## config.mk

```make
export PLATFORM = sky130hd
export DESIGN_NAME = logic_unit_pipe
export DESIGN_NICKNAME = d
export VERILOG_FILES = /design/src/rtl/std_gate_pkg.sv /design/src/rtl/logic_unit_skid.sv /design/src/rtl/logic_unit_pipe.sv
export SDC_FILE = /design/constraint.sdc
export NUM_CORES = 1
export LEC_CHECK = 0
export BUFFER_PORTS_ARGS = -buffer_cell sky130_fd_sc_hd__buf_2
export CELL_PAD_IN_SITES_DETAIL_PLACEMENT = 1
export CELL_PAD_IN_SITES_GLOBAL_PLACEMENT = 1
export CORE_UTILIZATION = 44
export DETAILED_ROUTE_END_ITERATION = 8
export PLACE_DENSITY_LB_ADDON = 0.1
export SLEW_MARGIN = 10
export SYNTH_ARGS = -nofsm -noshare
export SYNTH_HDL_FRONTEND = slang
export SYNTH_SLANG_ARGS = --single-unit
export TNS_END_PERCENT = 20
```

## constraint.sdc

```tcl
create_clock -name CLK -period 3.7 [get_ports CLK]
set_input_delay 0 -clock CLK [delete_from_list [all_inputs] [get_ports CLK]]
set_output_delay 0 -clock CLK [all_outputs]
set_load 0.01 [all_outputs]
```

## src/rtl/std_gate_pkg.sv

```systemverilog
// std_gate_pkg: shared gate-block opcodes, operand container and the multi-operand reduce function
package std_gate_pkg;
   localparam int LU_OP_W   = 3;
   localparam int LU_MAX_IN = 8;
   localparam int LU_MAX_W  = 64;
   localparam logic [LU_OP_W-1:0] LU_OP_AND  = 3'd0;
   localparam logic [LU_OP_W-1:0] LU_OP_OR   = 3'd1;
   localparam logic [LU_OP_W-1:0] LU_OP_NAND = 3'd2;
   localparam logic [LU_OP_W-1:0] LU_OP_NOR  = 3'd3;
   localparam logic [LU_OP_W-1:0] LU_OP_XOR  = 3'd4;
   localparam logic [LU_OP_W-1:0] LU_OP_XNOR = 3'd5;
   localparam logic [LU_OP_W-1:0] LU_OP_NOT  = 3'd6;
   localparam logic [LU_OP_W-1:0] LU_OP_PASS = 3'd7;
   typedef logic [LU_MAX_IN-1:0][LU_MAX_W-1:0] lu_ops_t;
   // only the first n operands take part; unused slots are ignored, not padded
   function automatic logic [LU_MAX_W-1:0] lu_reduce(input logic [LU_OP_W-1:0] op, input lu_ops_t ops, input int n);
      logic [LU_MAX_W-1:0] a, o, x;
      a = ops[0];
      o = ops[0];
      x = ops[0];
      for (int i = 1; i < LU_MAX_IN; i++)
         if (i < n) begin
            a = a & ops[i];
            o = o | ops[i];
            x = x ^ ops[i];
         end
      return op == LU_OP_AND  ? a :
             op == LU_OP_OR   ? o :
             op == LU_OP_NAND ? ~a :
             op == LU_OP_NOR  ? ~o :
             op == LU_OP_XOR  ? x :
             op == LU_OP_XNOR ? ~x :
             op == LU_OP_NOT  ? ~ops[0] : ops[0];
   endfunction
endpackage

```

## src/rtl/logic_unit_skid.sv

```systemverilog
// logic_unit_skid: one-result output register plus one skid entry; in_ready is a pure register
module logic_unit_skid #(
   parameter int W = 9
) (
   input  logic         clk,
   input  logic         rst,
   input  logic         in_valid,
   output logic         in_ready,
   input  logic [W-1:0] in_data,
   output logic         out_valid,
   input  logic         out_ready,
   output logic [W-1:0] out_data
);
   logic         skid_valid, skid_next, acc, drain;
   logic [W-1:0] skid_data;
   assign acc   = in_valid & in_ready;
   assign drain = out_valid & out_ready;
   always_comb skid_next = skid_valid ? !drain : acc && out_valid && !drain;
   // in_ready stays low one extra cycle after the skid entry moves to the output
   always_ff @(posedge clk or posedge rst)
      if (rst) begin
         in_ready   <= 1'b1;
         out_valid  <= 1'b0;
         out_data   <= '0;
         skid_valid <= 1'b0;
         skid_data  <= '0;
      end else begin
         skid_valid <= skid_next;
         in_ready   <= !skid_next && !skid_valid;
         if (skid_valid) begin
            if (drain) out_data <= skid_data;
         end else if (acc && (!out_valid || drain)) begin
            out_valid <= 1'b1;
            out_data  <= in_data;
         end else if (acc)
            skid_data <= in_data;
         else if (drain)
            out_valid <= 1'b0;
      end
endmodule

```

## src/rtl/logic_unit_pipe.sv

```systemverilog
// logic_unit_pipe: registered NUM_IN-operand bitwise logic unit with valid/ready skid buffering
// LOGIC_UNIT_PARITY_EN adds OUT_PAR (even parity of OUT0) carried alongside the result
module logic_unit_pipe
   import std_gate_pkg::*;
#(
   parameter int WIDTH  = 8,
   parameter int NUM_IN = 2
) (
   input  logic                    CLK,
   input  logic                    RST,
   input  logic                    IN_VALID,
   output logic                    IN_READY,
   input  logic [NUM_IN*WIDTH-1:0] IN_DATA,
   input  logic [LU_OP_W-1:0]      IN_OP,
   output logic                    OUT_VALID,
   input  logic                    OUT_READY,
   output logic [WIDTH-1:0]        OUT0
`ifdef LOGIC_UNIT_PARITY_EN
   ,
   output logic                    OUT_PAR
`endif
);
`ifdef LOGIC_UNIT_PARITY_EN
   localparam int PW = WIDTH + 1;
`else
   localparam int PW = WIDTH;
`endif
   lu_ops_t             ops;
   logic [LU_MAX_W-1:0] full;
   logic [WIDTH-1:0]    res;
   logic [PW-1:0]       pin, pout;
   logic                unused;
   always_comb begin
      ops = '0;
      for (int k = 0; k < NUM_IN; k++)
         ops[k][WIDTH-1:0] = IN_DATA[k*WIDTH +: WIDTH];
   end
   assign full   = lu_reduce(IN_OP, ops, NUM_IN);
   assign res    = full[WIDTH-1:0];
   assign unused = ^full;
`ifdef LOGIC_UNIT_PARITY_EN
   assign pin     = {^res, res};
   assign OUT_PAR = pout[WIDTH];
`else
   assign pin = res;
`endif
   assign OUT0 = pout[WIDTH-1:0];
   logic_unit_skid #(.W(PW)) u_skid (
      .clk      (CLK),
      .rst      (RST),
      .in_valid (IN_VALID),
      .in_ready (IN_READY),
      .in_data  (pin),
      .out_valid(OUT_VALID),
      .out_ready(OUT_READY),
      .out_data (pout)
   );
endmodule

```

# Word-level counts from Yosys, hierarchy flattened
# Cells that the tools add are included.
[word_totals]
ff_bits = 19
in_bits = 23
out_inout_bits = 10
wordCells = 53
[classes]
n_eq_ne = 8
n_mux = 14
bitwise_logic = 11
n_reduce_logical = 15
[op_table]
columns = ["cell", "count"]
rows = [
  ["$mux W8", 10],
  ["$not A8 Y8", 4],
  ["$eq A3 B3 Y1 const B", 3],
  ["$and A8 B8 Y8", 1],
  ["$or A8 B8 Y8", 1],
  ["$xor A8 B8 Y8", 1],
  ["$eq A3 B2 Y1 const B", 2],
  ["$reduce_and A3 Y1", 2],
  ["$logic_and A1 B1 Y1", 4],
  ["$logic_not A1 Y1", 4],
  ["$mux W1", 4],
  ["$ne A2 B2 Y1 const B", 2],
  ["$reduce_bool A2 Y1", 2],
  ["$eq A3 B1 Y1 const B", 1],
  ["$logic_not A3 Y1", 1],
  ["$and A1 B1 Y1", 2],
  ["$not A1 Y1", 2],
  ["$reduce_and A2 Y1", 1],
  ["$logic_or A1 B1 Y1", 1],
]

# Longest topological paths before layout
# Gate-level depths: netlist of the first run.
[logic_depth]
ltp_word = 10
mapped_depth = 7
mapped_depth_nobuf = 7

# Cells and area by module
# A second synthesis of the first run with hierarchy kept.
[unflattened]
cells_unflattened = 162
area_unflattened_um2 = 1616.6
[by_module_without_submodules]
columns = ["mod", "n_inst", "cells_each", "area_per_inst_um2", "seq_area_each_um2"]
rows = [
  ["logic_unit_skid", 1, 57, 834.6, 476.7],
  ["logic_unit_pipe", 1, 105, 782.0, 0.0],
]

# Least setup slack after synthesis of the first run
# OpenSTA, ideal clock, no wires.
[synth_path]
kind = "register -> register"
from = "register u_skid.in_ready"
to = "register u_skid.skid_data[0]"
setup_ps = 125
t_arrival_ps = 1242
t_required_ps = 3575
setup_slack_ps = 2334
path_stages_with_launch = 4
n_path_buf = 0
synth_period_minus_slack_ps = 1366
cell_sequence = "dfstp_2 nand3b_4 nor2_2 mux2_2"
[synth_between]
elab_chain_cells = 4
[synth_rtl]
columns = ["item", "line", "text"]
rows = [
  ["from (decl)", "logic_unit_skid.sv:8", "output logic in_ready,"],
  ["from (signal assigned)", "logic_unit_skid.sv:29", "in_ready <= !skid_next && !skid_valid;"],
  ["$and A1 B1 Y1 *", "logic_unit_skid.sv:16", "assign acc = in_valid & in_ready;"],
  ["$logic_and A1 B1 Y1", "logic_unit_skid.sv:32", "end else if (acc && (!out_valid || drain)) begin"],
  ["$not A1 Y1 (no source line)", "-", ""],
  ["$reduce_and A3 Y1 (no source line) *", "-", ""],
  ["to (signal assigned)", "logic_unit_skid.sv:36", "skid_data <= in_data;"],
  ["to (decl)", "logic_unit_skid.sv:15", "logic [W-1:0] skid_data;"],
]
# Every way passes the cells marked *; elsewhere a longest branch is shown, timed or not.
# A chain may end at the register's enable or synchronous reset.

# Worst setup path after layout of the first run
[layout_path]
from = "register u_skid.in_ready"
to = "register u_skid.out_data[2]"
[layout_between]
elab_chain_cells = 4
[layout_rtl]
columns = ["item", "line", "text"]
rows = [
  ["$and A1 B1 Y1", "logic_unit_skid.sv:16", ""],
  ["$logic_and A1 B1 Y1", "logic_unit_skid.sv:32", ""],
  ["$reduce_bool A2 Y1 (no source line)", "-", ""],
  ["$reduce_and A2 Y1 (no source line)", "-", ""],
  ["to (signal assigned)", "logic_unit_skid.sv:31", "if (drain) out_data <= skid_data;"],
  ["to (signal assigned)", "logic_unit_skid.sv:34", "out_data <= in_data;"],
  ["to (decl)", "logic_unit_skid.sv:12", "output logic [W-1:0] out_data"],
]
# No other way between the ends.

==> metrics.txt, run 1 <==
Leak about 0.94 nW; core area around 3100 sq um; Synth area leader dfrtp_1; Hold Crit Class input pin to flip-flop; M3 GR Usage under 10%; htree depth 1; Syn Area/Cell about 9.5 sq um; CP dominant cell by count nand2_1; initial antenna violation count 0; beginning of the worst hold path IN_VALID; CTS buffer count 3; ANT nets after route 0; crit path kind flip-flop to flip-flop; CTS root buf clkbuf_4; maximum clock rate 0.6620 GHz; crit path time final ~1.5 ns; Warnings, synthesis 0; final hold vios 0; filler instances ~400; grt total ovfl 0; post-synthesis cell count 156; worst vdd ir ~0.34 mV; clock skew ~0.0033 ns; register area 476.7 sq um; R2R setup slack 2.19 ns; Multi-input gate area between 800 and 900 sq um; vias in the first global route approximately 1100; R2R cell count 5; TNS Setup 0 ns; Worst Path Max Fanout 8; final WL roughly 3100 um; Post-route DRC 0; Final GP Congestion roughly 0.7; site row count 20; period utilization 40.82%; die area between 3000 and 4000 sq um; post-DP HPWL between 2000 and 3000 um; Resized Gates After CTS 0; Synth Cell Area 1480 sq um; clk sinks 19; reg2reg start u_skid.in_ready$_DFF_PP1_; layout cells sized above 1 about a quarter; post-synth cell types 23; Port Buffers 32; synthesis-to-finish area growth 15.47%; CTS tree yes; most frequent cells in the layout 32 x buf_2, 26 x inv_1, 26 x mux2i_1; gr usage total approximately a fifth; RR Endpoint u_skid.out_data[2]$_DFFE_PP0P_; CP Launch Type flip-flop; Die Wd 60 um; outcome finished clean; Seq/Total Area, Yosys ~32%; Ant. Diodes 0; drt wl/cell 13.23 um; Worst path max stage delay ~0.57 ns; 1st-iter DRT viols 35; syn nets ~200; M2 GR Usage about 37%; Clock Pin Slew Worst Setup and Hold Paths 0.09 ns; Slew Limit Fails 0; layout net count 230; initial cell density of the core about 47%; Worst-Margin Slew 0.6866 ns; Top Usage Layer GRT met2; worst skew pair latency 0.29 ns; Worst Setup End Kind flip-flop; CP cell instances nand3b_4, nand2_1, nand2_1, and2_1, a221o_1; DR vias roughly 1200; Slew HR 54.17%; unrepaired setup endpoints after global routing no; Worst Hold Path EP u_skid.out_valid$_DFFE_PP0P_; Yosys top cell area share approximately 30%; critical path's slowest cell dfstp_2; # setup viols final 0; DR vias/cell around 5; Initial DRT Pass Iterations 4; total power ~0.87 mW; hold path cells 3; Req. time, crit path between 3 and 4 ns; CTS Buffer Depth 2; arrival time worst endpoint between 1.5 and 2 ns; PD cells between 500 and 600 nW/um^2; I/O pin cnt 33; first-pass GRT wire length 5092 um; leading post-synthesis cells by cell area dfrtp_1 30%, mux2i_1 18%, ha_1 14%; Max-Cap Viols 0; commonest non-fill, non-tap cell in the layout buf_2; Die H around 60 um; met1 usage approximately 22%; largest net degree at the start of global routing 20; Seq cells post-synth 19
[report_power, final]
part,switching [mW],internal (mW)
registers,0.0625,0.314
clock network,0.0573,0.0419
logic,0.199,0.191
total,0.318,0.547
[per-stage QoR]
step	instance area (sq um)	setup slack (ns)	utilization [%]	hold WS [ns]	instances
after floorplan	1480	2.334	-	-0.04961	156
after global placement	1663	2.235	53.16	0.1320	228
after detailed placement	1663	2.214	53.16	0.1389	228
after CTS	1709	2.192	54.64	0.01474	234
after global routing	1709	2.138	54.64	0.03607	234
final	1709	2.190	54.64	0.02527	234
[cells by family after synthesis]
group | count (synthesis) | synth area share [%]
DFF | 19 | 32.21
and+or+nand+nor | 39 | 12.85
xor gates and xnor gates | 2 | 1.184
AOI/OAI and AO/OA | 16 | 7.776
adders and majority gates | 16 | 13.52
buffers and inverters | 30 | 8.790
muxes | 34 | 23.67
[worst max-delay path, delay by kind of cell, from the launching register on]
kind            cells  cell delay [ns]
compound gates      1             0.26
simple gates        4             0.56
flops               1             0.57
[routing by layer]
metal | wire length, um | part of all wire (%) | vias up
met2 | 1641 | 53 | 21
li1 | - | - | 586
met4 | 32 | 1.0 | 0
met1 | 1335 | 43 | 559
met5 | 0 | 0 | -
met3 | 85 | 2.7 | 4
[registers in the layout, indices dropped and copies added, names as in the netlist]
signal,flops
u_skid.out_valid,1
u_skid.out_data,8
u_skid.skid_data,8
u_skid.in_ready,1
u_skid.skid_valid,1
[timing repair]
action | CTS | global route
buffers inserted | 0 | 0
hold buffers | 2 | 0
endpoints found under the hold margin | 19 | 0
[synthesized netlist by cell type (all sizes together)]
master and number:
o211ai 2, xnor2 2, ha 16, mux2 8
or2 1, nand3b 1, dfrtp 18, buf 3
and2 6, inv 26, nand2b 2, a21oi 1
mux2i 26, nor2b 1, a221o 6, nand2 17
dfstp 1, nor2 11, clkbuf 1, o21ai 7
[worst max path at each step]
stage / from / end / slack [ns] / depth (start not counted)
CTS: u_skid.in_ready$_DFF_PP1_ / u_skid.out_data[2]$_DFFE_PP0P_ / 2.19 / 5
finish: u_skid.in_ready$_DFF_PP1_ / u_skid.out_data[2]$_DFFE_PP0P_ / 2.19 / 5
global placement: u_skid.in_ready$_DFF_PP1_ / u_skid.out_data[3]$_DFFE_PP0P_ / 2.23 / 5
detailed placement: u_skid.in_ready$_DFF_PP1_ / u_skid.out_data[4]$_DFFE_PP0P_ / 2.21 / 5
global route: u_skid.in_ready$_DFF_PP1_ / u_skid.out_data[4]$_DFFE_PP0P_ / 2.14 / 5
floorplan: u_skid.in_ready$_DFF_PP1_ / u_skid.skid_data[0]$_DFFE_PP0P_ / 2.33 / 3
[layout make-up]
type / count / share of cell area (%)
multi-input cells: 107 / 51.10
well taps: 44 / 3.221
clock buffers: 4 / 1.537
inverters: 26 / 5.710
repair buffers: 34 / 10.54
flip-flops and latches: 19 / 27.89
(Power assumes the default switching activity.)
==> run 2: changes to the inputs <==
--- a/config.mk
+++ b/config.mk
@@ -5,10 +5,11 @@
 export SDC_FILE = /design/constraint.sdc
 export NUM_CORES = 1
 export LEC_CHECK = 0
+export ABC_AREA = 1
 export BUFFER_PORTS_ARGS = -buffer_cell sky130_fd_sc_hd__buf_2
 export CELL_PAD_IN_SITES_DETAIL_PLACEMENT = 1
 export CELL_PAD_IN_SITES_GLOBAL_PLACEMENT = 1
-export CORE_UTILIZATION = 44
+export CORE_UTILIZATION = 39
 export DETAILED_ROUTE_END_ITERATION = 8
 export PLACE_DENSITY_LB_ADDON = 0.1
 export SLEW_MARGIN = 10
==> constraint.sdc (replaced) <==
create_clock -name CLK -period 1.56 [get_ports CLK]
set_input_delay 0 -clock CLK [delete_from_list [all_inputs] [get_ports CLK]]
set_output_delay 0 -clock CLK [all_outputs]
set_load 0.01 [all_outputs]
==> run 2 against run 1 <==
Clock power grew to 3.4 times the previous value. Largest cell class unchanged. Cell area grew 21%. Final cell count grew 51%. Via count grew 50%. Routed wire length grew 45%. Global-route usage grew 0.19 points. Highest routed layer unchanged.
==> metrics.txt, run 2 <==
Clock Pin Slew Worst Setup and Hold Paths 0.07 ns; EDFF count, synth 0; TNS Setup 0 ns; Yosys top cell area share between 20% and 30%; Synth Cell Area roughly 1800 sq um; Post-CTS Setup Bufs 0; CTS Buffer Depth 2; Comb pwr share approximately half; CTS Hold Buffers Added 2; Synth area leader dfrtp_1; Syn Area/Cell roughly 6.7 sq um; Top FF cell, synth dfrtp_1; post-synthesis cell count ~270; Final GP Congestion roughly 0.80; ANT nets after route 0; leading post-synthesis cells by cell area dfrtp_1 25%, nand2_1 17%, ha_1 11%; R2R setup slack 0.26 ns; Warnings, synthesis 0; Port Buffers 32; hold path cells 4; post-DP HPWL about 3500 um; Async S/R FF share, synth between 90% and 100%; arrival time worst endpoint approximately 1.5 ns; Seq/Total Area, Yosys a little over a quarter; most common library cells after synthesis 80 x nand2_1, 35 x nor2_1, 19 x nand3_1; DR vias/cell between 4 and 5; Post-route DRC 0; reg2reg start u_skid.in_ready$_DFF_PP1_; layout cells sized above 1 a little over a fifth; R2R cell count 7; worst vdd ir ~0.36 mV; first-pass GRT wire length a little under 8000 um; clock power share between 10% and 20%; Worst Setup End Kind flip-flop; unrepaired setup endpoints after global routing no; clk sinks 19; PD cells approximately 1100 nW/um^2; Switching Share roughly two fifths; Die Wd 69.76 um; RR Endpoint u_skid.out_data[5]$_DFFE_PP0P_; period utilization between 80% and 90%; Reg power frac a little under two fifths; Slew Limit Fails 0; Req. time, crit path about 1.8 ns; Slew HR about half; Worst-Margin Slew between 0.7 and 0.8 ns; layout net count roughly 340; commonest non-fill, non-tap cell in the layout nand2_1; site row count 24; final hold vios 0; CTS root buf clkbuf_8; I/O pin cnt 33; drt wl/cell around 13 um; DR vias ~1800; CP bufs+invs 1; largest net degree at the start of global routing 20; CP dominant cell by count nand2_1; total power about 2.4 mW; post-layout util a little under half; Worst path max stage delay about 0.53 ns; gr usage total ~19%; CP Launch Type flip-flop; cell family with most CP delay flip-flops; CP cell instances nand3_1, o21ai_1, nand2_1, buf_4, nor2_1, nand2_1, nand2_1; grt total ovfl 0; net switching power 0.9788 mW; syn nets between 300 and 400; Ant. Diodes 0; Max-Cap Viols 0; crit path kind flip-flop to flip-flop; Die H between 60 and 70 um; outcome finished clean; maximum clock rate 0.7681 GHz; worst skew pair latency approximately 0.25 ns; cell with the most instances after synthesis nand2_1; Seq cells post-synth 19; clock skew approximately 0.0070 ns; Initial DRT Pass Iterations 4; WHS around 0.19 ns; core area ~4400 sq um; 1st-iter DRT viols 53; die area roughly 4900 sq um; Hold Crit Class input pin to flip-flop; initial antenna violation count 0; Largest regs u_skid.out_data x8, u_skid.skid_data x8; vias in the first global route 1711; Resized Gates After CTS 0; critical path's slowest cell dfstp_2; post-synth cell types 28; CTS tree yes; final WL around 4500 um; htree depth 1; crit path time final 1.302 ns; Worst Path Max Fanout 16; Worst Hold Path EP u_skid.out_valid$_DFFE_PP0P_; beginning of the worst hold path IN_VALID; most frequent cells in the layout 80 x nand2_1, 35 x nor2_1, 32 x buf_2; initial cell density of the core about two fifths; CTS buffer count 3; # setup viols final 0; synthesis-to-finish area growth 15.37%; internal power 1.382 mW; Leak approximately 1.1 nW
-- run 2: final cells by class --
| class | instances | area (sq um) |
|---|---|---|
| Clock buffer | 4 | 45.04 |
| Fill cell | 610 | 2318 |
| Inverter | 28 | 105.1 |
| Multi-Input combinational cell | 209 | 1134 |
| Sequential cell | 19 | 476.7 |
| Tap cell | 52 | 65.06 |
| Timing Repair Buffer | 42 | 240.2 |
-- run 2: cell families after synthesis --
group	synth area share, %
AO/OA/AOI/OAI	12.86
AND/OR/NAND/NOR	39.27
adder cells (fa/ha/maj)	11.18
buffers and inverters	10.06
flip-flops	26.62
-- run 2: worst reg2reg max path, cell delays in order, from the launching register on --
cell and delay [ns]:
dfstp_2 0.53, nand3_1 0.09, o21ai_1 0.12, nand2_1 0.07, buf_4 0.19, nor2_1 0.11, nand2_1 0.07, nand2_1 0.05
-- run 2: power groups by stage --
stage	Clock [mW]	Sequential (mW)	Combinational (mW)
floorplan	0	0.927	0.734
global placement	0	0.868	1.14
detailed placement	0	0.879	1.17
CTS	0.352	0.871	1.18
global route	0.367	0.899	1.33
finish	0.336	0.870	1.15
-- run 2: worst max-delay path by stage --
stage / from / end / cells after the start / slack, ns
global route: u_skid.in_ready$_DFF_PP1_ / u_skid.out_data[7]$_DFFE_PP0P_ / 7 / 0.14
detailed placement: IN_OP[1] / u_skid.out_data[4]$_DFFE_PP0P_ / 10 / 0.10
global placement: IN_OP[1] / u_skid.out_data[3]$_DFFE_PP0P_ / 10 / 0.16
CTS: u_skid.in_ready$_DFF_PP1_ / u_skid.out_data[5]$_DFFE_PP0P_ / 7 / 0.23
finish: u_skid.in_ready$_DFF_PP1_ / u_skid.out_data[5]$_DFFE_PP0P_ / 7 / 0.26
floorplan: u_skid.in_ready$_DFF_PP1_ / u_skid.skid_data[6]$_DFFE_PP0P_ / 5 / 0.14
-- run 2: per-stage QoR --
step / cell area [sq um] / cells / worst slack, ns
finish: 2066 / 354 / 0.2581
floorplan: 1790 / 267 / 0.1358
global placement: 2001 / 348 / 0.1574
CTS: 2066 / 354 / 0.2260
global route: 2066 / 354 / 0.1365
detailed placement: 2001 / 348 / 0.1025
-- run 2: metal layers --
| metal | GRT usage (%) | vias to the layer above | share of wire, % | routed length, um |
|---|---|---|---|---|
| met5 | 0 | - | 0 | 0 |
| met4 | 4.000 | 0 | 0.60 | 27 |
| met3 | 1.308 | 2 | 1.9 | 83 |
| met2 | 31.93 | 22 | 45 | 1997 |
| met1 | 28.07 | 799 | 53 | 2371 |
| li1 | - | 936 | - | - |
